File: src/rtl/mem_access_monitor_pkg.sv
// Shared types for the data-memory access monitor: error codes, trace entry layout
// and the default three-window memory map (region 0 = ROM, 1 = RAM, 2 = UART).
package mon_pkg;

    typedef enum logic [2:0] {
        ERR_NONE      = 3'd0,
        ERR_UNMAPPED  = 3'd1,
        ERR_WRITE_RO  = 3'd2,
        ERR_BOTH_STRB = 3'd3,
        ERR_NO_STRB   = 3'd4
    } err_code_t;

    localparam int MON_ADDR_W   = 32;
    localparam int MON_REGION_W = 3;

    typedef struct packed {
        logic [MON_ADDR_W-1:0]   pc;
        logic [MON_ADDR_W-1:0]   addr;
        logic [MON_REGION_W-1:0] region;
        logic                    is_store;
        err_code_t               err_code;
    } trace_entry_t;

    // Region r occupies bits [r*32 +: 32], so region 0 is the rightmost field.
    localparam int                  DEF_NUM_REGIONS = 3;
    localparam logic [3*32-1:0]     DEF_REGION_BASE = {32'h0100_0000, 32'h0010_0000, 32'h0000_0000};
    localparam logic [3*32-1:0]     DEF_REGION_LEN  = {32'h0000_0010, 32'h0001_0000, 32'h0001_0000};
    localparam logic [2:0]          DEF_REGION_RO   = 3'b001;

endpackage

File: src/rtl/mem_access_monitor_trace_fifo.sv
// Trace FIFO for the access monitor: extra-MSB pointers, drop-on-full with a sticky
// overflow flag, and a simultaneous push+pop accepted even when full.
module mon_trace_fifo #(
    parameter int ENTRY_W = 8,
    parameter int DEPTH   = 16
) (
    input  logic               clk_i,
    input  logic               rst_ni,
    input  logic               clear_i,
    input  logic               push_i,
    input  logic [ENTRY_W-1:0] push_data_i,
    input  logic               pop_ready_i,
    output logic               valid_o,
    output logic [ENTRY_W-1:0] data_o,
    output logic               ovf_o
);

    localparam int PTR_W = $clog2(DEPTH) + 1;

    logic [PTR_W-1:0]   wr_ptr;
    logic [PTR_W-1:0]   rd_ptr;
    logic [ENTRY_W-1:0] mem [DEPTH];
    logic               empty;
    logic               full;
    logic               pop;
    logic               push_ok;

    assign empty   = (wr_ptr == rd_ptr);
    assign full    = (wr_ptr[PTR_W-1] != rd_ptr[PTR_W-1]) &&
                     (wr_ptr[PTR_W-2:0] == rd_ptr[PTR_W-2:0]);
    assign pop     = !empty && pop_ready_i;
    // A pop in the same cycle frees the slot being written, so a full FIFO still accepts.
    assign push_ok = push_i && (!full || pop);

    assign valid_o = !empty;
    assign data_o  = empty ? '0 : mem[rd_ptr[PTR_W-2:0]];

    always_ff @(posedge clk_i) begin
        if (push_ok) begin
            mem[wr_ptr[PTR_W-2:0]] <= push_data_i;
        end
    end

    always_ff @(posedge clk_i or negedge rst_ni) begin
        if (!rst_ni) begin
            wr_ptr <= '0;
            rd_ptr <= '0;
            ovf_o  <= 1'b0;
        end else if (clear_i) begin
            wr_ptr <= '0;
            rd_ptr <= '0;
            ovf_o  <= 1'b0;
        end else begin
            if (push_ok) begin
                wr_ptr <= wr_ptr + PTR_W'(1);
            end
            if (pop) begin
                rd_ptr <= rd_ptr + PTR_W'(1);
            end
            if (push_i && !push_ok) begin
                ovf_o <= 1'b1;
            end
        end
    end

endmodule

File: src/rtl/mem_access_monitor.sv
// Data-memory access monitor: region decode, per-region saturating load/store counters,
// sticky first-error capture. The trace FIFO is built only when MEM_MON_TRACE_EN is defined.
module mem_access_monitor
    import mon_pkg::*;
#(
    parameter int                            NUM_REGIONS = DEF_NUM_REGIONS,
    parameter int                            ADDR_W      = MON_ADDR_W,
    parameter int                            CNT_W       = 16,
    parameter logic [NUM_REGIONS*ADDR_W-1:0] REGION_BASE = DEF_REGION_BASE,
    parameter logic [NUM_REGIONS*ADDR_W-1:0] REGION_LEN  = DEF_REGION_LEN,
    parameter logic [NUM_REGIONS-1:0]        REGION_RO   = DEF_REGION_RO,
    parameter int                            TRACE_DEPTH = 16
) (
    input  logic                              clk_i,
    input  logic                              rst_ni,
    input  logic                              clear_i,
    input  logic                              req_valid_i,
    input  logic [ADDR_W-1:0]                 req_addr_i,
    input  logic [ADDR_W-1:0]                 req_pc_i,
    input  logic [3:0]                        req_rstrb_i,
    input  logic [3:0]                        req_wstrb_i,
    input  logic [$clog2(NUM_REGIONS):0]      cnt_sel_i,
    output logic [CNT_W-1:0]                  cnt_o,
    output logic                              err_o,
    output logic [2:0]                        err_code_o,
    output logic [ADDR_W-1:0]                 err_addr_o,
    output logic [ADDR_W-1:0]                 err_pc_o,
    output logic                              trace_valid_o,
    input  logic                              trace_ready_i,
    output logic [$bits(trace_entry_t)-1:0]   trace_data_o,
    output logic                              trace_ovf_o
);

    localparam int REG_IDX_W = (NUM_REGIONS > 1) ? $clog2(NUM_REGIONS) : 1;

    typedef enum logic {ST_ARMED, ST_TRIPPED} mon_state_t;

    logic [NUM_REGIONS-1:0] hit;
    logic                   hit_any;
    logic [REG_IDX_W-1:0]   hit_idx;
    logic                   rd_any;
    logic                   wr_any;
    err_code_t              code;
    mon_state_t             state;
    logic [CNT_W-1:0]       ld_cnt [NUM_REGIONS];
    logic [CNT_W-1:0]       st_cnt [NUM_REGIONS];

    function automatic logic [CNT_W-1:0] sat_inc(input logic [CNT_W-1:0] v);
        return (&v) ? v : v + CNT_W'(1);
    endfunction

    // Window end is formed one bit wider so a window ending at 2^ADDR_W does not wrap.
    for (genvar r = 0; r < NUM_REGIONS; r++) begin : g_dec
        logic [ADDR_W:0] base_x;
        logic [ADDR_W:0] end_x;
        assign base_x = {1'b0, REGION_BASE[r*ADDR_W +: ADDR_W]};
        assign end_x  = base_x + {1'b0, REGION_LEN[r*ADDR_W +: ADDR_W]};
        assign hit[r] = ({1'b0, req_addr_i} >= base_x) && ({1'b0, req_addr_i} < end_x);
    end

    always_comb begin
        hit_any = 1'b0;
        hit_idx = '0;
        for (int r = NUM_REGIONS - 1; r >= 0; r--) begin
            if (hit[r]) begin
                hit_any = 1'b1;
                hit_idx = REG_IDX_W'(r);
            end
        end
    end

    assign rd_any = |req_rstrb_i;
    assign wr_any = |req_wstrb_i;

    always_comb begin
        if (rd_any && wr_any) begin
            code = ERR_BOTH_STRB;
        end else if (!rd_any && !wr_any) begin
            code = ERR_NO_STRB;
        end else if (!hit_any) begin
            code = ERR_UNMAPPED;
        end else if (wr_any && REGION_RO[hit_idx]) begin
            code = ERR_WRITE_RO;
        end else begin
            code = ERR_NONE;
        end
    end

    // ---- counter stage: legal accesses land in their region one cycle later ----
    always_ff @(posedge clk_i or negedge rst_ni) begin
        if (!rst_ni) begin
            for (int r = 0; r < NUM_REGIONS; r++) begin
                ld_cnt[r] <= '0;
                st_cnt[r] <= '0;
            end
        end else if (clear_i) begin
            for (int r = 0; r < NUM_REGIONS; r++) begin
                ld_cnt[r] <= '0;
                st_cnt[r] <= '0;
            end
        end else if (req_valid_i && (code == ERR_NONE)) begin
            for (int r = 0; r < NUM_REGIONS; r++) begin
                if (hit_idx == REG_IDX_W'(r)) begin
                    if (wr_any) begin
                        st_cnt[r] <= sat_inc(st_cnt[r]);
                    end else begin
                        ld_cnt[r] <= sat_inc(ld_cnt[r]);
                    end
                end
            end
        end
    end

    always_comb begin
        cnt_o = '0;
        for (int r = 0; r < NUM_REGIONS; r++) begin
            if (int'(cnt_sel_i >> 1) == r) begin
                cnt_o = cnt_sel_i[0] ? st_cnt[r] : ld_cnt[r];
            end
        end
    end

    // ---- error capture stage: first error only, released solely by clear ----
    always_ff @(posedge clk_i or negedge rst_ni) begin
        if (!rst_ni) begin
            state      <= ST_ARMED;
            err_o      <= 1'b0;
            err_code_o <= ERR_NONE;
            err_addr_o <= '0;
            err_pc_o   <= '0;
        end else if (clear_i) begin
            state      <= ST_ARMED;
            err_o      <= 1'b0;
            err_code_o <= ERR_NONE;
            err_addr_o <= '0;
            err_pc_o   <= '0;
        end else begin
            case (state)
                ST_ARMED: begin
                    if (req_valid_i && (code != ERR_NONE)) begin
                        state      <= ST_TRIPPED;
                        err_o      <= 1'b1;
                        err_code_o <= code;
                        err_addr_o <= req_addr_i;
                        err_pc_o   <= req_pc_i;
                    end
                end
                default: begin
                    state <= ST_TRIPPED;
                end
            endcase
        end
    end

`ifdef MEM_MON_TRACE_EN
    trace_entry_t entry;

    always_comb begin
        entry          = '0;
        entry.pc       = MON_ADDR_W'(req_pc_i);
        entry.addr     = MON_ADDR_W'(req_addr_i);
        entry.region   = hit_any ? MON_REGION_W'(hit_idx) : '0;
        entry.is_store = wr_any;
        entry.err_code = code;
    end

    mon_trace_fifo #(
        .ENTRY_W ($bits(trace_entry_t)),
        .DEPTH   (TRACE_DEPTH)
    ) u_trace_fifo (
        .clk_i       (clk_i),
        .rst_ni      (rst_ni),
        .clear_i     (clear_i),
        .push_i      (req_valid_i && !clear_i),
        .push_data_i (entry),
        .pop_ready_i (trace_ready_i),
        .valid_o     (trace_valid_o),
        .data_o      (trace_data_o),
        .ovf_o       (trace_ovf_o)
    );
`else
    logic unused_trace_ready;
    assign unused_trace_ready = trace_ready_i;
    assign trace_valid_o      = 1'b0;
    assign trace_data_o       = '0;
    assign trace_ovf_o        = 1'b0;
`endif

endmodule
File: config.mk
export PLATFORM = sky130hd
export DESIGN_NAME = mem_access_monitor
export DESIGN_NICKNAME = d
export VERILOG_FILES = /design/src/rtl/mem_access_monitor_pkg.sv /design/src/rtl/mem_access_monitor_trace_fifo.sv /design/src/rtl/mem_access_monitor.sv
export SDC_FILE = /design/constraint.sdc
export NUM_CORES = 1
export LEC_CHECK = 0
export CORE_MARGIN = 2
export CORE_UTILIZATION = 50
export DETAILED_ROUTE_END_ITERATION = 10
export PLACE_DENSITY = 0.81
export RECOVER_POWER = 25
export SLEW_MARGIN = 10
export SYNTH_ARGS = -nofsm -noshare
export SYNTH_HDL_FRONTEND = slang
export SYNTH_SLANG_ARGS = --single-unit
File: constraint.sdc
create_clock -name clk_i -period 3 [get_ports clk_i]
set_input_delay 0.6 -clock clk_i [delete_from_list [all_inputs] [get_ports clk_i]]
set_output_delay 0.6 -clock clk_i [all_outputs]
set_load 0.01 [all_outputs]
==> out/results.md, run 1 <==
| Metric | Reported | Unit |
| --- | --- | --- |
| Outcome | finished with violations | - |
| Failing checks | capacitance limit, slew limit | - |
| Worst-Margin Slew | 2.02 | ns |
| Worst min-delay path class | flip-flop to flip-flop | - |
| CP Capture Type | primary output | - |
| Setup repair after global routing missed its margin | true | - |
| GRT Residual Overflow | 0 | - |
| Setup violators final | 0 | - |
| Dominant register cell in the synthesized netlist | sky130_fd_sc_hd__dfrtp_1 | - |
| Number of DRC markers in iteration 0 | 797 | - |
| Antenna violations before repair | 0 | - |
| Area leader, netlist | sky130_fd_sc_hd__dfrtp_1 | - |
| CTS Buffer Depth | 2 | - |
| Synth Cell Area | 9280 | µm² |
| DP Area | 11200 | µm² |
| Fraction of layout instances using a drive strength above 1 | 9.67 | % |
| Placed wire-length estimate after detailed placement | 18000 | µm |
| Wirelength per Cell | 18.1 | µm |
| Total core area | 18100 | µm² |
| Clk sinks | 165 | - |
| Number of filler cells placed in the layout | 1404 | - |
| Final clock skew | 0.0107 | ns |
| WS Path Type | input pin to primary output | - |
| Required time reported for the critical path endpoint | 2.40 | ns |
| Hold slack final | 0.519 | ns |
| DRC violations left | 0 | - |
| Area growth syn-to-layout | 27.4 | % |
| Number of placement rows | 49 | - |
| Max-slew violation total from the final report | 113 | - |
| Port Buf Inserts | 162 | - |
| Type of element launching the critical path | input pin | - |
| Total of warnings raised by yosys | 0 | - |
| Highest clock frequency the design can meet | 337 | MHz |
| Share of synthesized registers carrying an async set or reset | 100 | % |
| Via total after detailed routing | 8610 | - |
| Via-per-instance ratio | 5.94 | - |
| Skew-Pair Late Insertion Delay | 0.44 | ns |
| Number of inserted diodes | 0 | - |
| Shortest clock period the worst path allows after layout | 2.96 | ns |
| Clock buffers created by TritonCTS | 17 | - |
| Clk pin slew, worst setup/hold paths | 0.07 | ns |
| Initial core utilization | 51.3 | % |
| CTS tree | done | - |
| Leakage Power | 4.82 | nW |
| Worst slew slack as a fraction of its limit | -34.4 | % |
| Cts-stage hold buffer count | 0 | - |
| P per Cell Area | 444 | nW/µm² |
| Max-Cap Viols | 2 | - |
| Die Span X | 140 | µm |
| Summed area of non-filler cells in the final layout | 11800 | µm² |
| Die area | 19700 | µm² |
| #FFs+latches synth | 165 | - |
| Fraction of post-synthesis cell area in the top cell type by area | 44.5 | % |
| Final estimated routing congestion in global placement | 0.894 | - |
| Global-route total usage across every layer | 26.8 | % |
| CTS HTree Levels | 4 | - |
| Synthesized area per cell | 8.88 | µm² |
| Wire length of the first global-routing pass | 42300 | µm |
| Routed wire length | 26300 | µm |
| Worst-path maximum fanout | 12 | - |
| Period utilisation layout | 98.8 | % |
| Leading post-synthesis cells by cell area | sky130_fd_sc_hd__dfrtp_1 (44%), sky130_fd_sc_hd__a21oi_1 (7.8%), sky130_fd_sc_hd__buf_4 (5.9%), sky130_fd_sc_hd__nand3_1 (5.2%), sky130_fd_sc_hd__o21ai_0 (5.1%) | - |
| Number of enable-type register cells in the synthesized netlist | 0 | - |
| Clk root buf | sky130_fd_sc_hd__clkbuf_16 | - |
| Die Y | 140 | µm |
| Total Nets Final | 1292 | - |
| Largest net degree at the start of global routing | 89 | - |
| Worst endpoint data arrival time | 2.36 | ns |
| Worst IR drop on VDD | 0.427 | mV |
| Antenna Nets Post-Route | 0 | - |
| Netlist cell types | 44 | - |
| Count of TritonRoute iterations in the first routing pass | 5 | - |
| Number of failing hold endpoints at the final stage | 0 | - |
| I/O pin total | 237 | - |
| Number of global-route vias before repair | 8309 | - |
| Sequential element share of the synthesized area | 44.5 | % |
| Commonest non-fill, non-tap cells in the layout | sky130_fd_sc_hd__dfrtp_1 (165), sky130_fd_sc_hd__clkdlybuf4s50_1 (150), sky130_fd_sc_hd__a21oi_1 (144) | - |
| Leading cell type in the layout, fill and taps excluded | sky130_fd_sc_hd__dfrtp_1 | - |
| Syn Inst Count | 1045 | - |
-- synth_stat cells (2+ instances only) --
cell type	number
sky130_fd_sc_hd__buf_4	73
sky130_fd_sc_hd__xor2_1	6
sky130_fd_sc_hd__inv_1	14
sky130_fd_sc_hd__or4_1	36
sky130_fd_sc_hd__o21ai_0	95
sky130_fd_sc_hd__nand2b_1	6
sky130_fd_sc_hd__nand3_1	97
sky130_fd_sc_hd__and3_1	5
sky130_fd_sc_hd__buf_2	6
sky130_fd_sc_hd__nand4b_1	2
sky130_fd_sc_hd__nor3_1	6
sky130_fd_sc_hd__o41ai_1	2
sky130_fd_sc_hd__nand4_1	28
sky130_fd_sc_hd__o221ai_1	7
sky130_fd_sc_hd__nor4_1	20
sky130_fd_sc_hd__or2_2	2
sky130_fd_sc_hd__or3_1	25
sky130_fd_sc_hd__a211oi_1	8
sky130_fd_sc_hd__mux2i_1	35
sky130_fd_sc_hd__a21oi_1	145
sky130_fd_sc_hd__buf_1	9
sky130_fd_sc_hd__mux2_2	16
sky130_fd_sc_hd__nor2b_1	27
sky130_fd_sc_hd__o31ai_1	29
sky130_fd_sc_hd__and4_1	6
sky130_fd_sc_hd__clkbuf_1	62
sky130_fd_sc_hd__dfrtp_1	165
sky130_fd_sc_hd__nand2_1	40
sky130_fd_sc_hd__ha_1	5
sky130_fd_sc_hd__nor2_1	53
sky130_fd_sc_hd__a41oi_1	2
-- layout make-up --
cell class                      instances  area (µm²)  share of cell area (%)
Timing Repair Buffer                  222        2150                    18.2
Sequential cell                       165        4130                    34.9
Clock buffer                           17         425                    3.60
Clock inverter                         15         214                    1.81
Inverter                               14        52.6                   0.444
Multi-Input combinational cell        787        4560                    38.6
Tap cell                              229         287                    2.42
-- path summary, 6_finish.rpt --
path / from / end / slack, ns / depth (start not counted)
max: cnt_sel_i[1] / cnt_o[4] / 0.04 / 5
min: err_o / err_o / 0.52 / 2
min reg2reg: err_o / err_o / 0.52 / 2
max reg2reg: ld_cnt[38] / ld_cnt[45] / 0.62 / 6
min in group asynchronous: rst_ni / err_addr_o[16] / 0.71 / 1
max in group asynchronous: rst_ni / ld_cnt[23] / 0.75 / 2
-- critical path: stages --
cell,delay [ns]
sky130_fd_sc_hd__clkdlybuf4s50_1,0.44
sky130_fd_sc_hd__buf_12,0.17
sky130_fd_sc_hd__nand2b_1,0.26
sky130_fd_sc_hd__o221ai_1,0.30
sky130_fd_sc_hd__clkdlybuf4s50_1,0.59
-- power by group --
| group | total, W | switching (W) | internal, W |
|---|---|---|---|
| combinational | 0.000593 | 0.000322 | 0.000271 |
| clock | 0.00236 | 0.00107 | 0.00128 |
| sequential | 0.00230 | 0.0000252 | 0.00227 |
-- flip-flops by register name, summed over array words and instances (netlist names) --
register	cells
err_pc_o	32
ld_cnt	48
state	1
err_o	1
st_cnt	48
err_code_o	3
err_addr_o	32
-- layer usage --
metal,part of all wire [%],track usage [%],vias to the layer above
met5,0,0,-
met4,2.5,8.19,0
met3,7.9,7.90,41
met2,49,44.1,342
met1,40,34.3,4214
li1,-,-,4013
-- timing repair --
item	4_1_cts	5_1_grt
endpoints found under the hold margin	0	0
buffers inserted	0	0
resized for setup	10	4
endpoints found under the setup margin	8	4
gates cloned	0	0
-- per-stage QoR --
stage | total power [W] | setup slack [ns] | utilization (%) | cells | TNS (ns)
6_report | 0.00525 | 0.0352 | 65.4 | 1449 | 0
5_1_grt | 0.00544 | -0.000951 | 65.4 | 1449 | -0.000951
4_1_cts | 0.00527 | 0.00554 | 65.4 | 1449 | 0
3_5_place_dp | 0.00294 | -0.309 | 61.9 | 1417 | -10.97
3_3_place_gp | 0.00293 | -0.280 | 61.9 | 1417 | -9.26
2_1_floorplan | 0.00265 | 0.308 | - | 1117 | 0
-- cells by family after synthesis --
group                    count (synthesis)  synth area share (%)
multiplexers                            52                  5.96
buffers and inverters                  165                  9.79
AO/OA/AOI/OAI                          295                  17.6
AND/OR/NAND/NOR                        356                  20.9
flip-flops                             165                  44.5
XOR/XNOR                                 6                 0.566
other                                    1                0.0404
adder cells (fa/ha/maj)                  5                 0.674
No activity file was read; power rests on OpenSTA's default activity.
==> run 2, diff against run 1 <==
--- a/config.mk
+++ b/config.mk
@@ -5,8 +5,10 @@
 export SDC_FILE = /design/constraint.sdc
 export NUM_CORES = 1
 export LEC_CHECK = 0
+export ABC_AREA = 1
+export CORE_ASPECT_RATIO = 1.25
 export CORE_MARGIN = 2
-export CORE_UTILIZATION = 50
+export CORE_UTILIZATION = 51
 export DETAILED_ROUTE_END_ITERATION = 10
 export PLACE_DENSITY = 0.81
 export RECOVER_POWER = 25
==> out/results.md, run 2 <==
| Metric | Reported | Unit | vs previous |
| --- | --- | --- | --- |
| Cell mode on critical path | sky130_fd_sc_hd__clkdlybuf4s50_1 | - | unchanged |
| Total Nets Final | 1604 | - | was 1292 |
| CTS tree | done | - | unchanged |
| Antenna violations before repair | 0 | - | unchanged |
| Leading post-synthesis cells by cell area | sky130_fd_sc_hd__dfrtp_1 (40%), sky130_fd_sc_hd__nand3_1 (13%), sky130_fd_sc_hd__nand2_1 (9.5%), sky130_fd_sc_hd__nor2_1 (5.9%), sky130_fd_sc_hd__buf_4 (5.7%) | - | was sky130_fd_sc_hd__dfrtp_1 (44%), sky130_fd_sc_hd__a21oi_1 (7.8%), sky130_fd_sc_hd__buf_4 (5.9%), sky130_fd_sc_hd__nand3_1 (5.2%), sky130_fd_sc_hd__o21ai_0 (5.1%) |
| P per Cell Area | 417 | nW/µm² | was 444 nW/µm² |
| Fraction of post-synthesis cell area in the top cell type by area | 40.2 | % | was 44.5% |
| Period utilisation layout | 96.8 | % | was 98.8% |
| Outcome | finished with violations | - | unchanged |
| Die Y | 163 | µm | was 140 µm |
| Via-per-instance ratio | 5.40 | - | was 5.94 |
| Worst-Margin Slew | 1.60 | ns | was 2.02 ns |
| Worst-path maximum fanout | 16 | - | was 12 |
| Global routing usage on met2 | 44.2 | % | was 44.1% |
| CP max-delay cell | sky130_fd_sc_hd__clkdlybuf4s50_1 | - | unchanged |
| I/O pin total | 237 | - | unchanged |
| Number of placement rows | 58 | - | was 49 |
| Final total negative setup slack | 0 | ns | unchanged |
| Die area | 21300 | µm² | was 19700 µm² |
| Share of synthesized registers carrying an async set or reset | 100 | % | unchanged |
| Total core area | 20000 | µm² | was 18100 µm² |
| Clk sinks | 165 | - | unchanged |
| Failing checks | capacitance limit, slew limit | - | unchanged |
| Clk root buf | sky130_fd_sc_hd__clkbuf_16 | - | unchanged |
| Most used standard cell by instance count after synthesis | sky130_fd_sc_hd__nand3_1 | - | was sky130_fd_sc_hd__dfrtp_1 |
| Antenna Nets Post-Route | 0 | - | unchanged |
| Worst slew slack as a fraction of its limit | -6.47 | % | was -34.4% |
| Number of inserted diodes | 0 | - | unchanged |
| Clock share of power | 41.7 | % | was 44.9% |
| Required time reported for the critical path endpoint | 2.40 | ns | about the same |
| CP Capture Type | primary output | - | unchanged |
| Final clock skew | 0.0113 | ns | was 0.0107 ns |
| Fraction of layout instances using a drive strength above 1 | 6.27 | % | was 9.67% |
| Setup repair after global routing missed its margin | false | - | was true |
| Placed wire-length estimate after detailed placement | 19600 | µm | was 18000 µm |
| Worst IR drop on VDD | 0.401 | mV | was 0.427 mV |
| Type of element launching the critical path | input pin | - | unchanged |
| Syn Inst Count | 1380 | - | was 1045 |
| Commonest non-fill, non-tap cells in the layout | sky130_fd_sc_hd__nand3_1 (272), sky130_fd_sc_hd__nand2_1 (260), sky130_fd_sc_hd__dfrtp_1 (165) | - | was sky130_fd_sc_hd__dfrtp_1 (165), sky130_fd_sc_hd__clkdlybuf4s50_1 (150), sky130_fd_sc_hd__a21oi_1 (144) |
| Routed wire length | 27800 | µm | was 26300 µm |
| Initial core utilization | 51.4 | % | was 51.3% |
| Die Span X | 131 | µm | was 140 µm |
| Switching component of the power | 0.00143 | W | was 0.00142 W |
| #FFs+latches synth | 165 | - | unchanged |
| Number of DRC markers in iteration 0 | 811 | - | was 797 |
| P_int | 0.00377 | W | was 0.00383 W |
| DP Area | 11900 | µm² | was 11200 µm² |
| Clock buffers created by TritonCTS | 17 | - | unchanged |
| GRT met3 Usage | 6.34 | % | was 7.90% |
| Global-route total usage across every layer | 26.8 | % | about the same |
| Synthesized area per cell | 7.43 | µm² | was 8.88 µm² |
| Layer with the highest usage | met2 | - | unchanged |
| Netlist cell types | 39 | - | was 44 |
| Highest clock frequency the design can meet | 344 | MHz | was 337 MHz |
| Placement Setup Slack | -0.0625 | ns | was -0.309 ns |
| Clk pin slew, worst setup/hold paths | 0.06 | ns | was 0.07 ns |
| Met1 layer usage reported by global route | 33.5 | % | was 34.3% |
| Largest net degree at the start of global routing | 85 | - | was 89 |
| Via total after detailed routing | 9733 | - | was 8610 |
| Max-slew violation total from the final report | 63 | - | was 113 |
| Most used standard cells in the synthesized netlist | sky130_fd_sc_hd__nand3_1 (272), sky130_fd_sc_hd__nand2_1 (261), sky130_fd_sc_hd__dfrtp_1 (165), sky130_fd_sc_hd__nor2_1 (160), sky130_fd_sc_hd__inv_1 (99) | - | was sky130_fd_sc_hd__dfrtp_1 (165), sky130_fd_sc_hd__a21oi_1 (145), sky130_fd_sc_hd__nand3_1 (97), sky130_fd_sc_hd__o21ai_0 (95), sky130_fd_sc_hd__buf_4 (73) |
| WS Path Type | input pin to primary output | - | unchanged |
| PnR worst setup slack | 0.0952 | ns | was 0.0352 ns |
| Area growth syn-to-layout | 21.5 | % | was 27.4% |
| Worst path cell trace | clkdlybuf4s50_1 > nor2_1 > buf_4 > o21ai_0 > o221ai_1 > clkdlybuf4s50_1 | - | was clkdlybuf4s50_1 > buf_12 > nand2b_1 > o221ai_1 > clkdlybuf4s50_1 |
| Wire length of the first global-routing pass | 45400 | µm | was 42300 µm |
| Leakage Power | 6.20 | nW | was 4.82 nW |
| Sw Ratio | 27.4 | % | was 27.1% |
| DRC violations left | 0 | - | unchanged |
| Skew-Pair Late Insertion Delay | 0.43 | ns | was 0.44 ns |
| Dominant register cell in the synthesized netlist | sky130_fd_sc_hd__dfrtp_1 | - | unchanged |
| Area leader, netlist | sky130_fd_sc_hd__dfrtp_1 | - | unchanged |
| GRT Residual Overflow | 0 | - | unchanged |
| Leading cell type in the layout, fill and taps excluded | sky130_fd_sc_hd__nand3_1 | - | was sky130_fd_sc_hd__dfrtp_1 |
| Summed area of non-filler cells in the final layout | 12500 | µm² | was 11800 µm² |
| Number of global-route vias before repair | 9125 | - | was 8309 |
| Final estimated routing congestion in global placement | 0.965 | - | was 0.894 |
| Setup violators final | 0 | - | unchanged |
| CTS HTree Levels | 4 | - | unchanged |
| Biggest registers after layout | ld_cnt x48, st_cnt x48 | - | unchanged |
| Cts-stage hold buffer count | 0 | - | unchanged |
| Synth Cell Area | 10300 | µm² | was 9280 µm² |
| Shortest clock period the worst path allows after layout | 2.90 | ns | was 2.96 ns |
| Max-Cap Viols | 1 | - | was 2 |
| CTS Buffer Depth | 2 | - | unchanged |
| Register share of total power | 45.0 | % | was 43.8% |
| Total of warnings raised by yosys | 0 | - | unchanged |
| Number of filler cells placed in the layout | 1792 | - | was 1404 |
| Sequential element share of the synthesized area | 40.2 | % | was 44.5% |
| Gate power share | 13.3 | % | was 11.3% |
| Wirelength per Cell | 15.4 | µm | was 18.1 µm |
| Worst min-delay path class | flip-flop to flip-flop | - | unchanged |
| CP peak stage delay | 0.58 | ns | was 0.59 ns |
| Number of failing hold endpoints at the final stage | 0 | - | unchanged |
| Count of TritonRoute iterations in the first routing pass | 8 | - | was 5 |
| Worst endpoint data arrival time | 2.30 | ns | was 2.36 ns |
| Number of enable-type register cells in the synthesized netlist | 0 | - | unchanged |
| Port Buf Inserts | 162 | - | unchanged |
run 2: cell count changes in the layout (fill, tap and decap cells not counted), moves of 26 or more:
cell / previous run / this run
sky130_fd_sc_hd__nand2_1: 40 / 260
sky130_fd_sc_hd__nand3_1: 96 / 272
sky130_fd_sc_hd__a21oi_1: 144 / 22
sky130_fd_sc_hd__nor2_1: 53 / 159
sky130_fd_sc_hd__inv_1: 14 / 99
sky130_fd_sc_hd__o21ai_0: 95 / 30
sky130_fd_sc_hd__xor2_1: 6 / 59
sky130_fd_sc_hd__or4_1: 36 / 0
sky130_fd_sc_hd__mux2i_1: 35 / 2
sky130_fd_sc_hd__nand4_1: 28 / 57
sky130_fd_sc_hd__o31ai_1: 29 / 0
sky130_fd_sc_hd__nor2b_1: 26 / 0
run 2: cell families after synthesis:
group,Yosys count,synth area share [%]
simple gates,808,35.8
buf+inv,252,12.6
flops,165,40.2
compound gates,81,4.88
xor+xnor,66,5.63
fa+ha+maj,5,0.610
mux,2,0.195
other cells,1,0.0366
run 2: layout make-up:
cell class / instances / area [µm²] / share of cell area [%]
Sequential cell: 165 / 4130 / 33.1
Timing Repair Buffer: 197 / 1910 / 15.3
Clock inverter: 14 / 139 / 1.11
Clock buffer: 18 / 439 / 3.52
Tap cell: 270 / 338 / 2.71
Inverter: 103 / 392 / 3.14
Multi-Input combinational cell: 1035 / 5110 / 41.0
run 2: final timing paths:
check / cells past startpoint / slack [ns] / to / from
max: 6 / 0.1 / cnt_o[12] / cnt_sel_i[1]
min: 2 / 0.48 / st_cnt[43] / st_cnt[43]
max reg2reg: 8 / 0.78 / ld_cnt[1] / ld_cnt[0]
min reg2reg: 2 / 0.48 / st_cnt[43] / st_cnt[43]
max in group asynchronous: 2 / 0.77 / err_pc_o[11] / rst_ni
min in group asynchronous: 1 / 0.56 / st_cnt[12] / rst_ni
run 2: stage by stage:
stage	cells	hold slack [ns]	utilization [%]	total power (W)
global placement	1770	0.457	59.6	0.00307
global route	1802	0.508	62.5	0.00543
detailed placement	1770	0.466	59.6	0.00308
CTS	1802	0.169	62.5	0.00524
floorplan	1452	0.304	-	0.00277
finish	1802	0.478	62.5	0.00520
run 2: power groups by stage:
stage	Clock (W)	Combinational (W)	Sequential [W]
6_report	0.00217	0.000694	0.00234
5_1_grt	0.00232	0.000768	0.00234
4_1_cts	0.00221	0.000700	0.00234
3_5_place_dp	0	0.000703	0.00237
3_3_place_gp	0	0.000694	0.00237
2_1_floorplan	0	0.000374	0.00239
run 2: what timing repair did:
action | CTS | global route
buffers inserted | 0 | 0
endpoints found under the setup margin | 6 | 9
hold endpoints to repair | 0 | 0
pin swaps | 0 | 0
resized for setup | 6 | 7
run 2: per-layer routing:
metal	share of wire, %	routed length (µm)	vias to the layer above
li1	-	-	4705
met1	40	11100	4533
met2	49	13500	435
met3	8.6	2390	60
met4	2.8	773	0
met5	0	0	-
run 2: critical path, delay by kind of cell:
| family | cells | cell delay (ns) |
|---|---|---|
| buffers and inverters | 3 | 1.26 |
| AO/OA/AOI/OAI | 2 | 0.32 |
| AND/OR/NAND/NOR | 1 | 0.12 |
